==> config.mk <==
export PLATFORM = sky130hd
export DESIGN_NAME = ip4_sm_ctl
export DESIGN_NICKNAME = d
export VERILOG_FILES = /design/src/rtl/ip4_sm_ctl.sv
export SDC_FILE = /design/constraint.sdc
export NUM_CORES = 1
export LEC_CHECK = 0
export ABC_AREA = 1
export CAP_MARGIN = 0
export CORE_MARGIN = 2
export CORE_UTILIZATION = 41
export CTS_CLUSTER_DIAMETER = 40
export DETAILED_ROUTE_END_ITERATION = 16
export PLACE_DENSITY = 0.86
export REMOVE_ABC_BUFFERS = 1
export SETUP_SLACK_MARGIN = 0.05
export SYNTH_ARGS = -nofsm -noshare
export SYNTH_HDL_FRONTEND = slang
export SYNTH_SLANG_ARGS = --single-unit
==> constraint.sdc <==
create_clock -name clk -period 1.85 [get_ports clk]
set_clock_uncertainty 0.05 [all_clocks]
set_input_delay 0.4625 -clock clk [delete_from_list [all_inputs] [get_ports clk]]
set_output_delay 0.4625 -clock clk [all_outputs]
set_load 0.1 [all_outputs]
==> src/rtl/ip4_sm_ctl.sv <==
// Shared-memory bank controller.
// Serves client read/write requests against a single-port bank with a
// one-cycle read latency. Read data returns through a 2-entry response FIFO
// with a same-cycle bypass. Also zero-fills the whole bank on request.
module ip4_sm_ctl #(
   parameter int unsigned WID_ADR  = 12,
   parameter int unsigned WID_WORD = 32
) (
   input  logic                clk,
   input  logic                rst_n,
   // client request
   input  logic                req_vld,
   output logic                req_rdy,
   input  logic                req_wr,
   input  logic [WID_ADR-1:0]  req_adr,
   input  logic [WID_WORD-1:0] req_dat,
   // client read response
   output logic                rsp_vld,
   input  logic                rsp_rdy,
   output logic [WID_WORD-1:0] rsp_dat,
   // bank zero-fill
   input  logic                init_go,
   output logic                init_busy,
   // bank port
   output logic                bk_wr,
   output logic [WID_ADR-1:0]  bk_adr,
   output logic [WID_WORD-1:0] bk_datai,
   input  logic [WID_WORD-1:0] bk_datao
);

   typedef enum logic [1:0] {
      StIdle,
      StDrain,
      StInit
   } state_e;

   state_e              state_q, state_d;
   logic [WID_ADR-1:0]  init_cnt_q, init_cnt_d;
   logic                inflight_q, inflight_d;

   // response FIFO
   logic [WID_WORD-1:0] fifo_q [2];
   logic                rd_ptr_q, wr_ptr_q;
   logic [1:0]          occ_q, occ_d;

   logic [1:0]          credit;
   logic                accept;
   logic                fifo_empty;
   logic                pop;
   logic                pop_fifo;
   logic                push;

   // credit counts both buffered data and the read whose data lands this cycle
   assign credit     = occ_q + 2'(inflight_q);
   assign fifo_empty = (occ_q == 2'd0);

   // FSM next state, request handshake and bank port drive
   always_comb begin
      state_d    = state_q;
      init_cnt_d = init_cnt_q;
      req_rdy    = 1'b0;
      init_busy  = 1'b0;
      bk_wr      = 1'b0;
      bk_adr     = req_adr;
      bk_datai   = req_dat;
      accept     = 1'b0;
      unique case (state_q)
         StIdle: begin
            // rst_n gating keeps the handshake closed while reset is held
            req_rdy = rst_n & ~init_go & (req_wr | (credit < 2'd2));
            accept  = req_vld & req_rdy;
            bk_wr   = accept & req_wr;
            if (init_go) begin
               state_d = StDrain;
            end
         end
         StDrain: begin
            init_busy = 1'b1;
            if (!inflight_q) begin
               state_d = StInit;
            end
         end
         StInit: begin
            init_busy  = 1'b1;
            bk_wr      = 1'b1;
            bk_adr     = init_cnt_q;
            bk_datai   = '0;
            init_cnt_d = init_cnt_q + WID_ADR'(1);
            if (init_cnt_q == {WID_ADR{1'b1}}) begin
               state_d = StIdle;
            end
         end
         default: begin
            state_d = StIdle;
         end
      endcase
   end

   // response path: FIFO head first, otherwise bypass the landing bank data
   always_comb begin
      rsp_vld = ~fifo_empty | inflight_q;
      rsp_dat = '0;
      if (!fifo_empty) begin
         rsp_dat = fifo_q[rd_ptr_q];
      end else if (inflight_q) begin
         rsp_dat = bk_datao;
      end
      pop        = rsp_vld & rsp_rdy;
      pop_fifo   = pop & ~fifo_empty;
      // landing data consumed directly through the bypass is not stored
      push       = inflight_q & ~(pop & fifo_empty);
      inflight_d = accept & ~req_wr;
      occ_d      = occ_q + 2'(push) - 2'(pop_fifo);
   end

   // FSM and init counter state
   always_ff @(posedge clk or negedge rst_n) begin
      if (!rst_n) begin
         state_q    <= StIdle;
         init_cnt_q <= '0;
         inflight_q <= 1'b0;
      end else begin
         state_q    <= state_d;
         init_cnt_q <= init_cnt_d;
         inflight_q <= inflight_d;
      end
   end

   // response FIFO storage and pointers
   always_ff @(posedge clk or negedge rst_n) begin
      if (!rst_n) begin
         fifo_q[0] <= '0;
         fifo_q[1] <= '0;
         rd_ptr_q  <= 1'b0;
         wr_ptr_q  <= 1'b0;
         occ_q     <= 2'd0;
      end else begin
         if (push) begin
            fifo_q[wr_ptr_q] <= bk_datao;
         end
         wr_ptr_q <= wr_ptr_q ^ push;
         rd_ptr_q <= rd_ptr_q ^ pop_fifo;
         occ_q    <= occ_d;
      end
   end

endmodule

---- Word-level counts from Yosys, hierarchy flattened ----
Index checks and enable logic that the tools add are counted.
storage, ports and cells
  input bits .............................. 82
  output and inout port bits .............. 80
  register bits after elaboration ......... 83
  logic and storage cells ................. 64
cells by class
  mux-type cells .......................... 18
  eq/ne operators ......................... 6
  bitwise logic cells ..................... 19
  add/subtract/negate cells ............... 4
  $lt $le $gt $ge ......................... 4
  reduce and logical (&&, ||, !) cells .... 5
operators by type and width
  operator                                                                      count
  32-bit two-way mux                                                            7
  64-bit bitwise mux                                                            1
  32-bit demux with 1-bit select                                                1
  12-bit by 1-bit adder with 12-bit output, second input constant               1
  12-bit equality test, second input constant                                   1
  12-bit two-way mux                                                            1
  1-bit bitwise AND                                                             9
  2-bit two-way mux                                                             3
  2-bit inequality test, second input constant                                  3
  2-bit one-hot mux with 3 select lines                                         1
  2-bit by 1-bit adder with 2-bit output                                        2
  2-bit >= comparator, second input constant                                    2
  2-bit zero test                                                               2
  1-bit inverter                                                                4
  1-bit inverter with 2-bit output                                              2
  1-bit two-way mux                                                             3
  3-bit AND reduction                                                           1
  2-bit by 1-bit equality test with 1-bit output, second input constant         1
  2-bit equality test, second input constant                                    1
  2-bit by 1-bit less-than comparator with 1-bit output, second input constant  1
  2-bit less-than comparator, second input constant                             1
  1-bit bitwise OR                                                              2
  1-bit one-hot mux with 2 select lines                                         1
  2-bit OR reduction                                                            1
  other kinds (3)                                                               4

---- Depth between registers and ports, before layout ----
  word-level depth ........................ 9
  gate-level depth with buffers ........... 9
  depth with buffers taken out ............ 9

---- Worst setup path after synthesis ----
OpenSTA, ideal clock, no wires.
  path type ............................... register to output
  start point ............................. register state_q[0]
  end point ............................... output port bk_adr[11]
  arrival ................................. 2,909 ps
  buffers on the path ..................... 1
  stages on the path, launching flop included .. 6
  setup slack ............................. -1,571 ps
  data required time ...................... 1,337 ps
  cells stage by stage .................... dfrtp_1 -> inv_1 -> ha_1 -> buf_4 -> inv_2 -> o21ai_0
between the ends
  cells in the longest elaborated chain, start to end .. 2
ends and longest elaborated chain
  element                 RTL line  RTL
  start, declared         37        state_e state_q, state_d;
  start signal, assigned  119       state_q <= StIdle;
  start signal, assigned  123       state_q <= state_d;
  2-bit equality test     67        unique case (state_q)
  12-bit two-way mux      67
  end, declared           26        output logic [WID_ADR-1:0] bk_adr,
Every way passes these cells.

---- Final worst setup path ----
  start point ............................. register rd_ptr_q
  end point ............................... output port rsp_dat[6]
between the ends
  cells in the longest elaborated chain, start to end .. 5
ends and longest elaborated chain
  element                                                 RTL line  RTL
  start, declared                                         43        logic rd_ptr_q, wr_ptr_q;
  start signal, assigned                                  142       rd_ptr_q <= rd_ptr_q ^ pop_fifo;
  1-bit inverter with 2-bit output (not written as such)  104       rsp_dat = fifo_q[rd_ptr_q];
  32-bit two-way mux (not written as such) (3 in series)  104
  32-bit two-way mux                                      103       if (!fifo_empty) begin
  end, declared                                           20        output logic [WID_WORD-1:0] rsp_dat,
Every way passes these cells. The select of a mux whose other input is x is not followed.

==> results.json <==
{
  "status": "finished with violations",
  "violations": "setup timing",
  "clockRootBuffer": "clkbuf_8",
  "period_share_pct": 130,
  "num_antenna_cells": 0,
  "grt_pass1_wl_um": 26600,
  "drt_wl_total_um": 22100,
  "gp_congestion": 0.761,
  "nNetsFinal": 908,
  "clock_sinks": 83,
  "gr-total-overflow": 0,
  "avgSynthCellArea_sq_um": 7.99,
  "worstSetupPathType": "reg -> out",
  "rr_endpoint": "fifo_q[26]",
  "start_kind": "flop",
  "drc": 0,
  "first_iter_violations": 523,
  "final-setup-viol-count": 146,
  "cp_max_fo": 56,
  "crit_path_end_kind": "primary output",
  "antenna_found_initial": 0,
  "synth_fa_ha_area_share_pct": 2.46,
  "hold_path.class": "in -> async",
  "timing.fmax_mhz": 417,
  "path_cells": "buf_12 > nand2_1 > o21ai_0 > o21ai_2 > buf_12",
  "cts_tree": "built",
  "syn_inst": 572,
  "drv_cap": 0,
  "ios": 162,
  "area_delta_synth_final_pct": 113,
  "grtUsageTotal_pct": 29.2,
  "initial_core_util_pct": 42.2,
  "finalCriticalPeriod_ns": 2.40,
  "dieArea_sq_um": 12000,
  "synth_top_family_by_area": "simple AND/OR/NAND/NOR gates",
  "finalMaxSlewViolations": 0,
  "slew_headroom_pct": 70.6,
  "dpl.hpwl_um": 10100,
  "critPathSlowestCell": "dfrtp_2",
  "cts_buffers": 9,
  "reg2reg_depth": 10,
  "critPathMaxStageDelay_ns": 0.44,
  "drtPass1Iterations": 5,
  "worstPathArrival_ns": 1.88,
  "hold_viol": 0,
  "htree_levels": 3,
  "synth_seq_cells": 83,
  "die_width_um": 110,
  "r2r_start": "occ_q[0]",
  "cp.required_ns": 1.34,
  "fin_util_pct": 90.0,
  "crit_top_cell": "buf_12",
  "synth_compound_area_share_pct": 12.4,
  "grt_pass1_vias": 5351,
  "ant_nets": 0,
  "ys_warn_count": 0,
  "rsz0062_at_grt": "yes",
  "synthMuxAreaShare_pct": 7.88,
  "synthSimpleGateAreaFrac_pct": 18.2,
  "grt_max_degree": 84,
  "vias": 5509,
  "worstMarginPinSlew_ns": 0.441,
  "vias_per_cell": 5.73,
  "die_height_um": 110,
  "core.rowCount": 38,
  "placement.io_buffers": 161,
  "drive_gt1_share_pct": 49.2,
  "clk_pin_slew_ns": 0.10,
  "synth-xor-area-share_pct": 1.92,
  "post_synth_num_cell_types": 29,
  "clk_path_buf_depth": 2,
  "worst_slack_ns": -0.547,
  "r2r_slack_ns": -0.39,
  "post_drt_wl_per_cell_um": 23.0,
  "yosysSeqAreaShare_pct": 45.4,
  "clk_latency_ns": 0.37,
  "syn_area_sq_um": 4570,
  "core_area_sq_um": 10800
}
## cell usage in the layout (no fill, tap or decap), drive strengths merged
cell and instances:
nand3 39, nor2 43, dfrtp 83, nand4 6, xnor2 2, clkbuf 22, bufinv 3, xor2 8
and3 1, mux2 32, a22oi 1, a21oi 1, clkdlybuf4s50 80, a21o 1, buf 179, o21ai 109
clkinv 2, nor3 2, nand2 107, ha 9, inv 91
## stage by stage
| stage | hold WS [ns] | std cells | cell area [sq um] | setup TNS (ns) | worst slack, ns |
|---|---|---|---|---|---|
| after CTS | 0.171 | 937 | 8800 | -24.55 | -0.318 |
| final | 0.156 | 961 | 9760 | -41.22 | -0.547 |
| after floorplan | 0.117 | 536 | 4380 | -196.25 | -2.54 |
| after global routing | 0.180 | 961 | 9760 | -47.93 | -0.589 |
| after detailed placement | 0.419 | 896 | 7510 | -18.75 | -0.274 |
| after global placement | 0.411 | 896 | 7510 | -12.36 | -0.201 |
## layer usage
layer / vias up / wire (um) / track usage, %
li1: 2311 / - / -
met1: 2685 / 7230 / 31.3
met2: 397 / 11400 / 53.7
met3: 116 / 2200 / 7.47
met4: 0 / 1220 / 12.9
met5: - / 0 / 0
## timing repair
action | CTS | global route
gates cloned | 8 | 15
setup buffers | 18 | 13
resized for setup | 181 | 184
hold buffers | 0 | 0
pin swaps | 43 | 23
setup endpoints to repair | 99 | 150
## worst max-delay path by stage
stage / cells after the start / from / endpoint
4_1_cts: 7 / state_q[1] / bk_adr[7]
6_report: 5 / rd_ptr_q / rsp_dat[6]
2_1_floorplan: 4 / state_q[0] / bk_adr[11]
3_3_place_gp: 5 / rsp_rdy / fifo_q[32]
3_5_place_dp: 5 / rsp_rdy / fifo_q[60]
5_1_grt: 5 / rd_ptr_q / rsp_dat[6]
## kinds of logic after synthesis
group | count (synthesis)
buf+inv | 128
compound gates | 112
fa+ha+maj | 9
flops | 83
xor+xnor | 10
simple gates | 198
mux | 32
## cell usage after synthesis, drive strengths merged
master	instances	area, sq um
nand4	6	43.8
nand3	39	195
dfrtp	83	2080
a21oi	1	5.00
clkinv	1	3.75
ha	9	113
a21o	1	7.51
mux2	32	360
nor3	2	10.0
o21ai	109	546
nor2	43	176
and3	1	6.26
xor2	8	70.1
buf	28	160
a22oi	1	7.51
inv	91	342
xnor2	2	17.5
nand2	107	402
clkbuf	8	31.3
## registers in the layout (all words and copies together) (netlist names)
name	count
state_q	2
fifo_q	64
occ_q	2
wr_ptr_q	1
inflight_q	1
init_cnt_q	12
rd_ptr_q	1
## critical path, delay by kind of cell, from the launching register on
| kind | cells | cell delay [ns] |
|---|---|---|
| AO/OA/AOI/OAI | 2 | 0.43 |
| AND/OR/NAND/NOR | 1 | 0.23 |
| buffers and inverters | 2 | 0.39 |
| flip-flops | 1 | 0.44 |
## layout make-up
class / count / area [sq um]
Multi-Input combinational cell: 361 / 3050
Fill cell: 395 / 1080
Timing Repair Buffer: 270 / 3860
Inverter: 92 / 358
Tap cell: 140 / 175
Clock inverter: 4 / 98.8
Clock buffer: 11 / 141
Sequential cell: 83 / 2080
Power is not shown: default switching activity piles up to over one toggle a cycle in this logic, so the estimate is an artifact.
